[src/rtl/exmem_skid_stage.sv]
// EX/MEM pipeline register with a two-entry skid buffer.
// MAIN drives the MEM-side outputs; SKID catches one extra entry so that
// InReady can be a registered signal with no combinational path from
// OutReady. Entries leave strictly in acceptance order.
module exmem_skid_stage #(
  parameter int DATA_W = 32,
  parameter int REG_W  = 5,
  parameter int WB_W   = 2
) (
  input  logic              Clk,
  input  logic              Rst,
  input  logic              Flush,
  input  logic              InValid,
  output logic              InReady,
  input  logic [WB_W-1:0]   WB,
  input  logic [3:0]        M,
  input  logic              Zero,
  input  logic [DATA_W-1:0] ALUResult,
  input  logic [DATA_W-1:0] ReadData2,
  input  logic [REG_W-1:0]  WriteRegister,
  output logic              OutValid,
  input  logic              OutReady,
  output logic [WB_W-1:0]   WBOut,
  output logic              MemReadOut,
  output logic              MemWriteOut,
  output logic              ZeroOut,
  output logic [1:0]        LoadStoreOut,
  output logic [DATA_W-1:0] ALUResultOut,
  output logic [DATA_W-1:0] ReadData2Out,
  output logic [REG_W-1:0]  WriteRegisterOut,
  output logic [1:0]        Occupancy
);

  // One pipeline entry: every field carried from EX to MEM.
  typedef struct packed {
    logic [WB_W-1:0]   wb;
    logic [3:0]        m;
    logic              zero;
    logic [DATA_W-1:0] alu;
    logic [DATA_W-1:0] rd2;
    logic [REG_W-1:0]  wr;
  } entry_t;

  // Held-entry state; SKID valid without MAIN valid is never entered.
  typedef enum logic [1:0] {
    S_EMPTY = 2'd0,
    S_ONE   = 2'd1,
    S_FULL  = 2'd2
  } state_t;

  state_t state;
  entry_t in_entry;
  entry_t main_q;
  entry_t skid_q;
  logic   main_valid;
  logic   skid_valid;
  logic   in_ready_q;
  logic   accept;
  logic   pop;

  assign in_entry = '{wb: WB, m: M, zero: Zero, alu: ALUResult,
                      rd2: ReadData2, wr: WriteRegister};

  // Handshakes: both terms come from registers or upstream/downstream inputs,
  // never from each other, so InReady stays free of OutReady.
  assign accept = InValid && in_ready_q;
  assign pop    = main_valid && OutReady;

  // Control FSM plus MAIN entry; Flush outranks every transfer.
  // NOTE: sequential state uses non-blocking assignments so every register
  // samples pre-edge values regardless of statement order.
  always_ff @(posedge Clk or posedge Rst) begin
    if (Rst) begin
      state      <= S_EMPTY;
      main_valid <= 1'b0;
      skid_valid <= 1'b0;
      in_ready_q <= 1'b1;
      main_q     <= '0;
    end else if (Flush) begin
      state      <= S_EMPTY;
      main_valid <= 1'b0;
      skid_valid <= 1'b0;
      in_ready_q <= 1'b1;
    end else begin
      case (state)
        S_EMPTY: begin
          if (accept) begin
            main_q     <= in_entry;
            main_valid <= 1'b1;
            state      <= S_ONE;
          end
        end
        S_ONE: begin
          if (accept && pop) begin
            main_q <= in_entry;
          end else if (accept) begin
            skid_valid <= 1'b1;
            in_ready_q <= 1'b0;
            state      <= S_FULL;
          end else if (pop) begin
            main_valid <= 1'b0;
            state      <= S_EMPTY;
          end
        end
        S_FULL: begin
          if (pop) begin
            main_q     <= skid_q;
            skid_valid <= 1'b0;
            in_ready_q <= 1'b1;
            state      <= S_ONE;
          end
        end
        default: begin
          state      <= S_EMPTY;
          main_valid <= 1'b0;
          skid_valid <= 1'b0;
          in_ready_q <= 1'b1;
        end
      endcase
    end
  end

  // SKID payload captures the entry that arrives while MAIN is stalled.
  // NOTE: SKID data is deliberately not reset; it never reaches the outputs
  // and is only read when skid_valid (which is reset) says it is meaningful.
  always_ff @(posedge Clk) begin
    if (!Flush && (state == S_ONE) && accept && !pop) begin
      skid_q <= in_entry;
    end
  end

  assign InReady  = in_ready_q;
  assign OutValid = main_valid;
  assign Occupancy = {1'b0, main_valid} + {1'b0, skid_valid};

  // Control fields that would cause side effects are forced to zero in a
  // bubble; pure data fields simply keep the last MAIN contents.
  assign WBOut            = main_valid ? main_q.wb   : '0;
  assign MemReadOut       = main_valid && main_q.m[0];
  assign MemWriteOut      = main_valid && main_q.m[1];
  assign LoadStoreOut     = main_q.m[3:2];
  assign ZeroOut          = main_q.zero;
  assign ALUResultOut     = main_q.alu;
  assign ReadData2Out     = main_q.rd2;
  assign WriteRegisterOut = main_q.wr;

  // Structural invariants of the two-entry buffer.
  a_skid_implies_main : assert property (@(posedge Clk) disable iff (Rst)
    skid_valid |-> main_valid);
  a_ready_matches_state : assert property (@(posedge Clk) disable iff (Rst)
    in_ready_q == (state != S_FULL));
  a_valid_matches_state : assert property (@(posedge Clk) disable iff (Rst)
    main_valid == (state != S_EMPTY));

endmodule

[config.mk]
export PLATFORM = sky130hd
export DESIGN_NAME = exmem_skid_stage
export DESIGN_NICKNAME = d
export VERILOG_FILES = /design/src/rtl/exmem_skid_stage.sv
export SDC_FILE = /design/constraint.sdc
export NUM_CORES = 1
export LEC_CHECK = 0
export BUFFER_PORTS_ARGS = -buffer_cell sky130_fd_sc_hd__buf_2
export CAP_MARGIN = 15
export CORE_MARGIN = 1.5
export CORE_UTILIZATION = 58
export CTS_CLUSTER_SIZE = 10
export DETAILED_ROUTE_END_ITERATION = 6
export PLACE_DENSITY = 0.85
export SYNTH_ARGS = -nofsm -noshare
export SYNTH_HDL_FRONTEND = slang
export SYNTH_SLANG_ARGS = --single-unit
[constraint.sdc]
create_clock -name Clk -period 8.2 [get_ports Clk]
set_input_delay 0.82 -clock Clk [delete_from_list [all_inputs] [get_ports Clk]]
set_output_delay 0.82 -clock Clk [all_outputs]
set_load 0.02 [all_outputs]
==> summary.md, run 1 <==
| Metric | Value |
|---|---|
| Total Wirelength | 12.49 mm |
| Sequential Power Share | 42.9% |
| Share of layout cells above drive strength 1 | 65.68% |
| XOR/XNOR share of the synthesized area | 0.1230% |
| Initial antenna violation count | 0 |
| Synth Area per Inst | roughly 16 µm² |
| Die Area | around 13000 µm² |
| Pre-CTS setup slack | 4941 ps |
| Hold Fails Final Rpt | 0 |
| Root buf cell | clkbuf_16 |
| Worst-skew pair later-pin latency | 430 ps |
| Logic pwr share | 26.1% |
| Core box area | 12010 µm² |
| Yosys top cell by area | edfxtp_1 |
| Synth Register Bits | 157 |
| Synth Area in Simple Gates | 1.423% |
| Measured slew at the worst slew-check pin | 1065 ps |
| Largest net degree at the start of global routing | a little over 80 |
| Drt pass-1 iters | 4 |
| Number of global-route vias before repair | 3943 |
| Mux share of post-synthesis cell area | 26.14% |
| Synth Area in Compound Gates | 1.493% |
| Sw Share | 29.34% |
| Synth top area share | 32.04% |
| ANT nets after route | 0 |
| 1st-iter DRT viols | 160 |
| Sequential cell area fraction in the yosys report | 60.51% |
| Gp weighted congestion | between 0.7 and 0.8 |
| Fillers | 816 |
| Tmin final | 2880 ps |
| Sink Count | 157 |
| Post-Syn Instances | 432 |
| Post-synthesis adder-cell area fraction | less than 1% |
| RSZ-0062 raised after global routing | no |
| Synthesized cell area | 7123 µm² |
| Wire length of the first global-routing pass | 19.82 mm |
| Switching pwr | approximately 0.73 mW |
| Vias | 3633 |
| Top-count cell post-synth | mux2_2 |
| Setup crit end kind | flop |
| Total setup buffers inserted after CTS | 0 |
| DPL Wire Length | 8.155 mm |
| Worst path cell trace | nor2b_4 -> buf_4 -> mux2_2 -> mux2_2 |
| Maximum vdd drop | ~0.00015 V |
| Hold Buf Count CTS | 0 |
| Critical path's slowest cell | nor2b_4 |
| P_int | ~1.8 mW |
| Buf+Inv Stages, Crit Path | 1 |
| Clock Path Buffers | 2 |
| DRC errors left | 0 |
| Crit start category | flop |
| Endpoints failing setup | 0 |
| Clk slew on worst S/H paths | 60 ps |
| # port buffers | 160 |
| Main flop type after synthesis | dfrtp_1 |
| Routed vias/inst | 5.296 |
| Initial core utilization | 59.30% |
| Slew HR | 28.83% |
| Die Y | 113.8 µm |
| GRT overflow | 0 |
| Setup TNS after final layout | 0 ps |
| Worst EP arrival | around 3200 ps |
| Nets | 608 |
| Resize count post-CTS | 0 |
| Commonest cells post-synth | mux2_2, dfrtp_1, edfxtp_1 |
| Core Rows | 40 |
| Post-DR wirelength/cell | about 18 µm |
| Final slew viol count | 0 |
| ANT cells | 0 |
| Max-cap check violation count | 0 |
| Setup ws final | 5320 ps |
| Post-synth EDFFs | 76 |
| Htree depth | 4 |
| Final setup skew | 8.949 ps |
| Top area cells in the synthesized netlist | edfxtp_1, dfrtp_1, mux2_2 |
| CTS tree | yes |
| Power Dens Cells | 310.4 nW/µm² |
| Synth warn | 0 |
| Hold Path Class | reg -> reg |
| Distinct cells, synth | 31 |
| Main combinational cell family by area after synthesis | multiplexers |
| GRT Overall Usage | 20.26% |
| Most frequent CP cell | mux2_2 |
| Critical Path RT | 8510 ps |
| FFs w/ async S/R, synth | 51.59% |
| Layout area overhead | 13.05% |
| Highest Clock Rate | ~350 MHz |
| Crit path kind | reg -> reg |
| Leak | 3.394 nW |
| Run status | complete, no violations |
| Num CTS Buffers | 17 |
| Fin crit share | 35.12% |
| Clk pwr share | 31.0% |
| Syn_nets | 514 |
| Max incr delay on CP | 920 ps |
| Chip width | 113.8 µm |
| Num ports | 161 |
| CP Max Fanout | 41 |
| CP top delay family | simple AND/OR/NAND/NOR gates |
## final cells by class
type                            instances  area (µm²)  area share (%)
Clock buffer                           19       432.9           5.376
Sequential cell                       157        4310           53.53
Timing Repair Buffer                  166       858.3           10.66
Multi-Input combinational cell        182        2110           26.20
Inverter                                2       8.758          0.1088
Tap cell                              147       183.9           2.284
Clock inverter                         13       148.9           1.849
## routing by layer
layer  vias to the layer above  GRT usage (%)  part of all wire, %
met5                         -              0                    0
met4                         0          9.167                  2.0
met3                        17          6.536                  5.7
met2                       106          32.49                   48
met1                      1833          25.27                   44
li1                       1677              -                    -
## power groups by stage
| stage | registers [mW] | clock network (mW) | logic (mW) |
|---|---|---|---|
| 3_5_place_dp | 1.08 | 0 | 0.659 |
| 4_1_cts | 1.07 | 0.789 | 0.662 |
| 6_report | 1.07 | 0.776 | 0.653 |
| 5_1_grt | 1.09 | 0.823 | 0.695 |
| 3_3_place_gp | 1.07 | 0 | 0.643 |
| 2_1_floorplan | 1.06 | 0 | 0.651 |
## logic make-up after synthesis
group	Yosys count
AOI/OAI and AO/OA	13
xor gates and xnor gates	1
adders and majority gates	1
buffers and inverters	93
DFF	157
muxes	152
and+or+nand+nor	15
## final timing paths
path	slack [ps]	end	startpoint	depth (start not counted)
max	5320	ReadData2Out[6]	state[1]	4
min	500	ReadData2Out[9]	ReadData2Out[9]	1
max reg2reg	5320	ReadData2Out[6]	state[1]	4
min reg2reg	500	ReadData2Out[9]	ReadData2Out[9]	1
max in group asynchronous	6990	InReady	Rst	4
min in group asynchronous	520	ALUResultOut[11]	Rst	3
## state kept, by name, indices dropped and copies added (netlist names)
signal	cells
WriteRegisterOut	5
ALUResultOut	32
ReadData2Out	32
OutValid	1
state	2
skid_valid	1
skid_q	76
LoadStoreOut	2
ZeroOut	1
InReady	1
main_q	4
## layout by cell type (no fill, tap or decap), types with 4 or more instances in the layout
master and count:
edfxtp_1 76, clkinv_2 5, clkbuf_16 17, dfrtp_1 80
mux2_4 40, and2_1 4, buf_2 160, a21oi_1 4
buf_4 5, mux2_2 112
## stage by stage
stage | std cells | power, mW | utilization [%] | cell area (µm²) | hold WS (ps)
2_1_floorplan | 432 | 1.713 | - | 7123 | 472.8
3_3_place_gp | 653 | 1.716 | 62.03 | 7451 | 482.6
3_5_place_dp | 653 | 1.744 | 62.03 | 7451 | 488.3
4_1_cts | 685 | 2.522 | 66.88 | 8033 | 503.8
5_1_grt | 686 | 2.608 | 67.04 | 8053 | 513.3
6_report | 686 | 2.500 | 67.04 | 8053 | 501.8
## worst register-to-register path, stage by stage, from the launching register on
cell and delay (ps):
dfrtp_1 510, nor2b_4 920, buf_4 630, mux2_2 430, mux2_2 270
No activity file was read; power rests on OpenSTA's default activity.
==> inputs of run 2 (changes only) <==
--- a/config.mk
+++ b/config.mk
@@ -5,13 +5,14 @@
 export SDC_FILE = /design/constraint.sdc
 export NUM_CORES = 1
 export LEC_CHECK = 0
+export ABC_AREA = 1
 export BUFFER_PORTS_ARGS = -buffer_cell sky130_fd_sc_hd__buf_2
 export CAP_MARGIN = 15
 export CORE_MARGIN = 1.5
-export CORE_UTILIZATION = 58
+export CORE_UTILIZATION = 49
 export CTS_CLUSTER_SIZE = 10
 export DETAILED_ROUTE_END_ITERATION = 6
-export PLACE_DENSITY = 0.85
+export PLACE_DENSITY = 0.76
 export SYNTH_ARGS = -nofsm -noshare
 export SYNTH_HDL_FRONTEND = slang
 export SYNTH_SLANG_ARGS = --single-unit
==> constraint.sdc (replaced) <==
create_clock -name Clk -period 2.6 [get_ports Clk]
set_input_delay 0.26 -clock Clk [delete_from_list [all_inputs] [get_ports Clk]]
set_output_delay 0.26 -clock Clk [all_outputs]
set_load 0.02 [all_outputs]
==> run 2 against run 1 <==
Net effect:
- register-to-register slack got worse by 4600 ps
- combinational power grew to 4.8 times the previous value
- maximum frequency up 52%
- design area rose by 3.1%
- clock-buffer cell count increased by 8
- first-iteration DRC count increased to 2.6 times the previous value
- power grew to 3.7 times the previous value
- synthesized area up 2.2%
==> summary.md, run 2 <==
| Metric | Value |
|---|---|
| Largest net degree at the start of global routing | 77 |
| Drt pass-1 iters | 4 |
| WHS Path Cells | 1 |
| Fin crit share | 72.65% |
| CP Max Fanout | 76 |
| Die Area | 15590 µm² |
| CP top delay family | buffers and inverters |
| ANT nets after route | 0 |
| Vias | 5376 |
| Synth warn | 0 |
| Synth Area per Inst | 9.165 µm² |
| DPL Wire Length | 9.766 mm |
| Commonest non-fill, non-tap cells in the layout | nand2_1, buf_2, nand3_1, dfrtp_1, edfxtp_1 |
| Total Wirelength | 15.87 mm |
| Post-synth EDFFs | 76 |
| Post-Syn Instances | 794 |
| Num ports | about 160 |
| Critical path's slowest cell | dfstp_2 |
| Synth Area in Compound Gates | 0.3095% |
| Worst Reg-to-Reg Cells | 5 |
| Wire length of the first global-routing pass | 26.34 mm |
| Synth Register Bits | 157 |
| Hold Fails Final Rpt | 0 |
| # port buffers | 160 |
| Fillers | about 1300 |
| Synth Area in Simple Gates | ~29% |
| Setup TNS after final layout | 0 ps |
| Main flop type after synthesis | dfrtp_1 |
| DRC errors left | 0 |
| Worst EP arrival | between 1500 and 2000 ps |
| Final slew viol count | 0 |
| Crit path kind | reg -> reg |
| Tmin final | 1889 ps |
| Largest Register | skid_q |
| Htree depth | 4 |
| Post-synthesis adder-cell area fraction | 0.1719% |
| Nets | 948 |
| Placed cell count | 1030 |
| Setup crit end kind | flop |
| Sink Count | 157 |
| Critical Path RT | roughly 2700 ps |
| Max reg flops | 76 |
| Chip width | 124.9 µm |
| Post-route core utilization | 57.11% |
| Syn_nets | 876 |
| Resize count post-CTS | 0 |
| Most common cell after layout, fill and taps aside | nand2_1 |
| Post-DR wirelength/cell | 14.93 µm |
| ANT cells | 0 |
| Buf+Inv Stages, Crit Path | 3 |
| Worst-skew pair later-pin latency | 420 ps |
| Root buf cell | clkbuf_16 |
| Mux share of post-synthesis cell area | 0% |
| Num CTS Buffers | 17 |
| CTS tree | yes |
| Core Rows | 44 |
| Number of global-route vias before repair | 5117 |
| Highest Clock Rate | 529.4 MHz |
| Die Y | 124.9 µm |
| Max-cap check violation count | 0 |
| Yosys top cell by area | edfxtp_1 |
| Initial antenna violation count | 0 |
| Synthesized cell area | 7277 µm² |
| Leak | 4.241 nW |
| GRT Overall Usage | 21.22% |
| XOR/XNOR share of the synthesized area | 0% |
| Main combinational cell family by area after synthesis | simple AND/OR/NAND/NOR gates |
| Clock Path Buffers | 2 |
| Core box area | about 15000 µm² |
| Final Non-Filler Cells | 1063 |
| Power Dens Cells | approximately 1100 nW/µm² |
| Maximum vdd drop | 0.0005630 V |
| Run status | complete, no violations |
| Top-count cell post-synth | nand2_1 |
| Slew HR | 65.11% |
| Crit start category | flop |
| Worst path cell trace | nand2_1 -> inv_1 -> nand4_1 -> clkinvlp_4 -> buf_12 |
| Routed vias/inst | between 5 and 6 |
| Met2 Use GR | between 30% and 40% |
| Initial core utilization | approximately half |
| Measured slew at the worst slew-check pin | 522.7 ps |
| Sequential cell area fraction in the yosys report | 59.23% |
| FFs w/ async S/R, synth | 51.59% |
| Layout area overhead | 14.06% |
| 1st-iter DRT viols | 419 |
| Commonest cells post-synth | nand2_1, nand3_1, dfrtp_1 |
| Max incr delay on CP | 540 ps |
| GRT overflow | 0 |
| Synth top area share | 31.36% |
| Top area cells in the synthesized netlist | edfxtp_1, dfrtp_1, nand2_1 |
| Share of layout cells above drive strength 1 | 24.00% |
| Met3 global-route usage | about 4.3% |
| Hold Path Class | in -> reg |
| Busiest grt layer | met2 |
| Distinct cells, synth | 21 |
| Endpoints failing setup | 0 |
| Final setup skew | 8.752 ps |
| Clk slew on worst S/H paths | 60 ps |
| WP depth | 5 |
| M1 GR Usage | 29.48% |
| RSZ-0062 raised after global routing | no |
| Gp weighted congestion | 0.7822 |
==> run 2: kinds of logic (layout without fill, tap and decap cells) <==
kind of cell / Yosys count / in the layout
adders and majority gates: 1 / 1
AOI/OAI and AO/OA: 4 / 4
buffers and inverters: 132 / 217
and+or+nand+nor: 500 / 500
DFF: 157 / 157
==> run 2: worst paths after layout <==
kind | slack, ps | start | to
setup / recovery | 710 | InReady | skid_q[0]
setup reg to reg | 710 | InReady | skid_q[0]
hold / removal | 30 | ReadData2[11] | skid_q[16]
hold reg to reg | 460 | ALUResultOut[2] | ALUResultOut[2]
min in group asynchronous | 440 | Rst | WriteRegisterOut[4]
max in group asynchronous | 1440 | Rst | InReady
==> run 2: worst register-to-register path: cells and delay by family, from the launching register on <==
kind / cells / cell delay, ps
AND/OR/NAND/NOR: 2 / 300
flip-flops: 1 / 540
buffers and inverters: 3 / 640
==> run 2: metal layers <==
layer | part of all wire [%] | wire length, µm | up-vias
met2 | 47 | 7500 | 203
met3 | 5.9 | 929 | 25
li1 | - | - | 2663
met1 | 45 | 7151 | 2485
met5 | 0 | 0 | -
met4 | 1.8 | 287 | 0
==> run 2: power by group <==
group | switching [mW] | internal (mW)
registers | 0.349 | 3.27
logic | 2.18 | 0.954
clock network | 0.930 | 1.53
==> run 2: area by class of cell <==
class                           instances  area [µm²]  share of cell area, %
Clock buffer                           27       545.5                  6.572
Timing Repair Buffer                  173       975.9                  11.76
Multi-Input combinational cell        505        2135                  25.72
Sequential cell                       157        4312                  51.94
Inverter                               12       50.05                 0.6030
Tap cell                              184       230.2                  2.774
Clock inverter                          5       52.55                 0.6331
==> run 2: repair_timing <==
| item | CTS | global route |
|---|---|---|
| endpoints found under the hold margin | 30 | 0 |
| buffers inserted | 0 | 0 |
| hold buffers | 1 | 0 |
==> run 2: per-stage QoR <==
stage / total power, mW / instance area [µm²] / hold WS [ps] / setup slack [ps]
5_1_grt: 9.800 / 8300 / 9.778 / 612.1
3_5_place_dp: 6.823 / 7692 / 316.4 / 746.0
4_1_cts: 9.299 / 8300 / 7.926 / 732.2
6_report: 9.217 / 8300 / 31.48 / 711.1
3_3_place_gp: 6.741 / 7692 / 312.3 / 794.0
2_1_floorplan: 6.468 / 7281 / 358.9 / 220.1
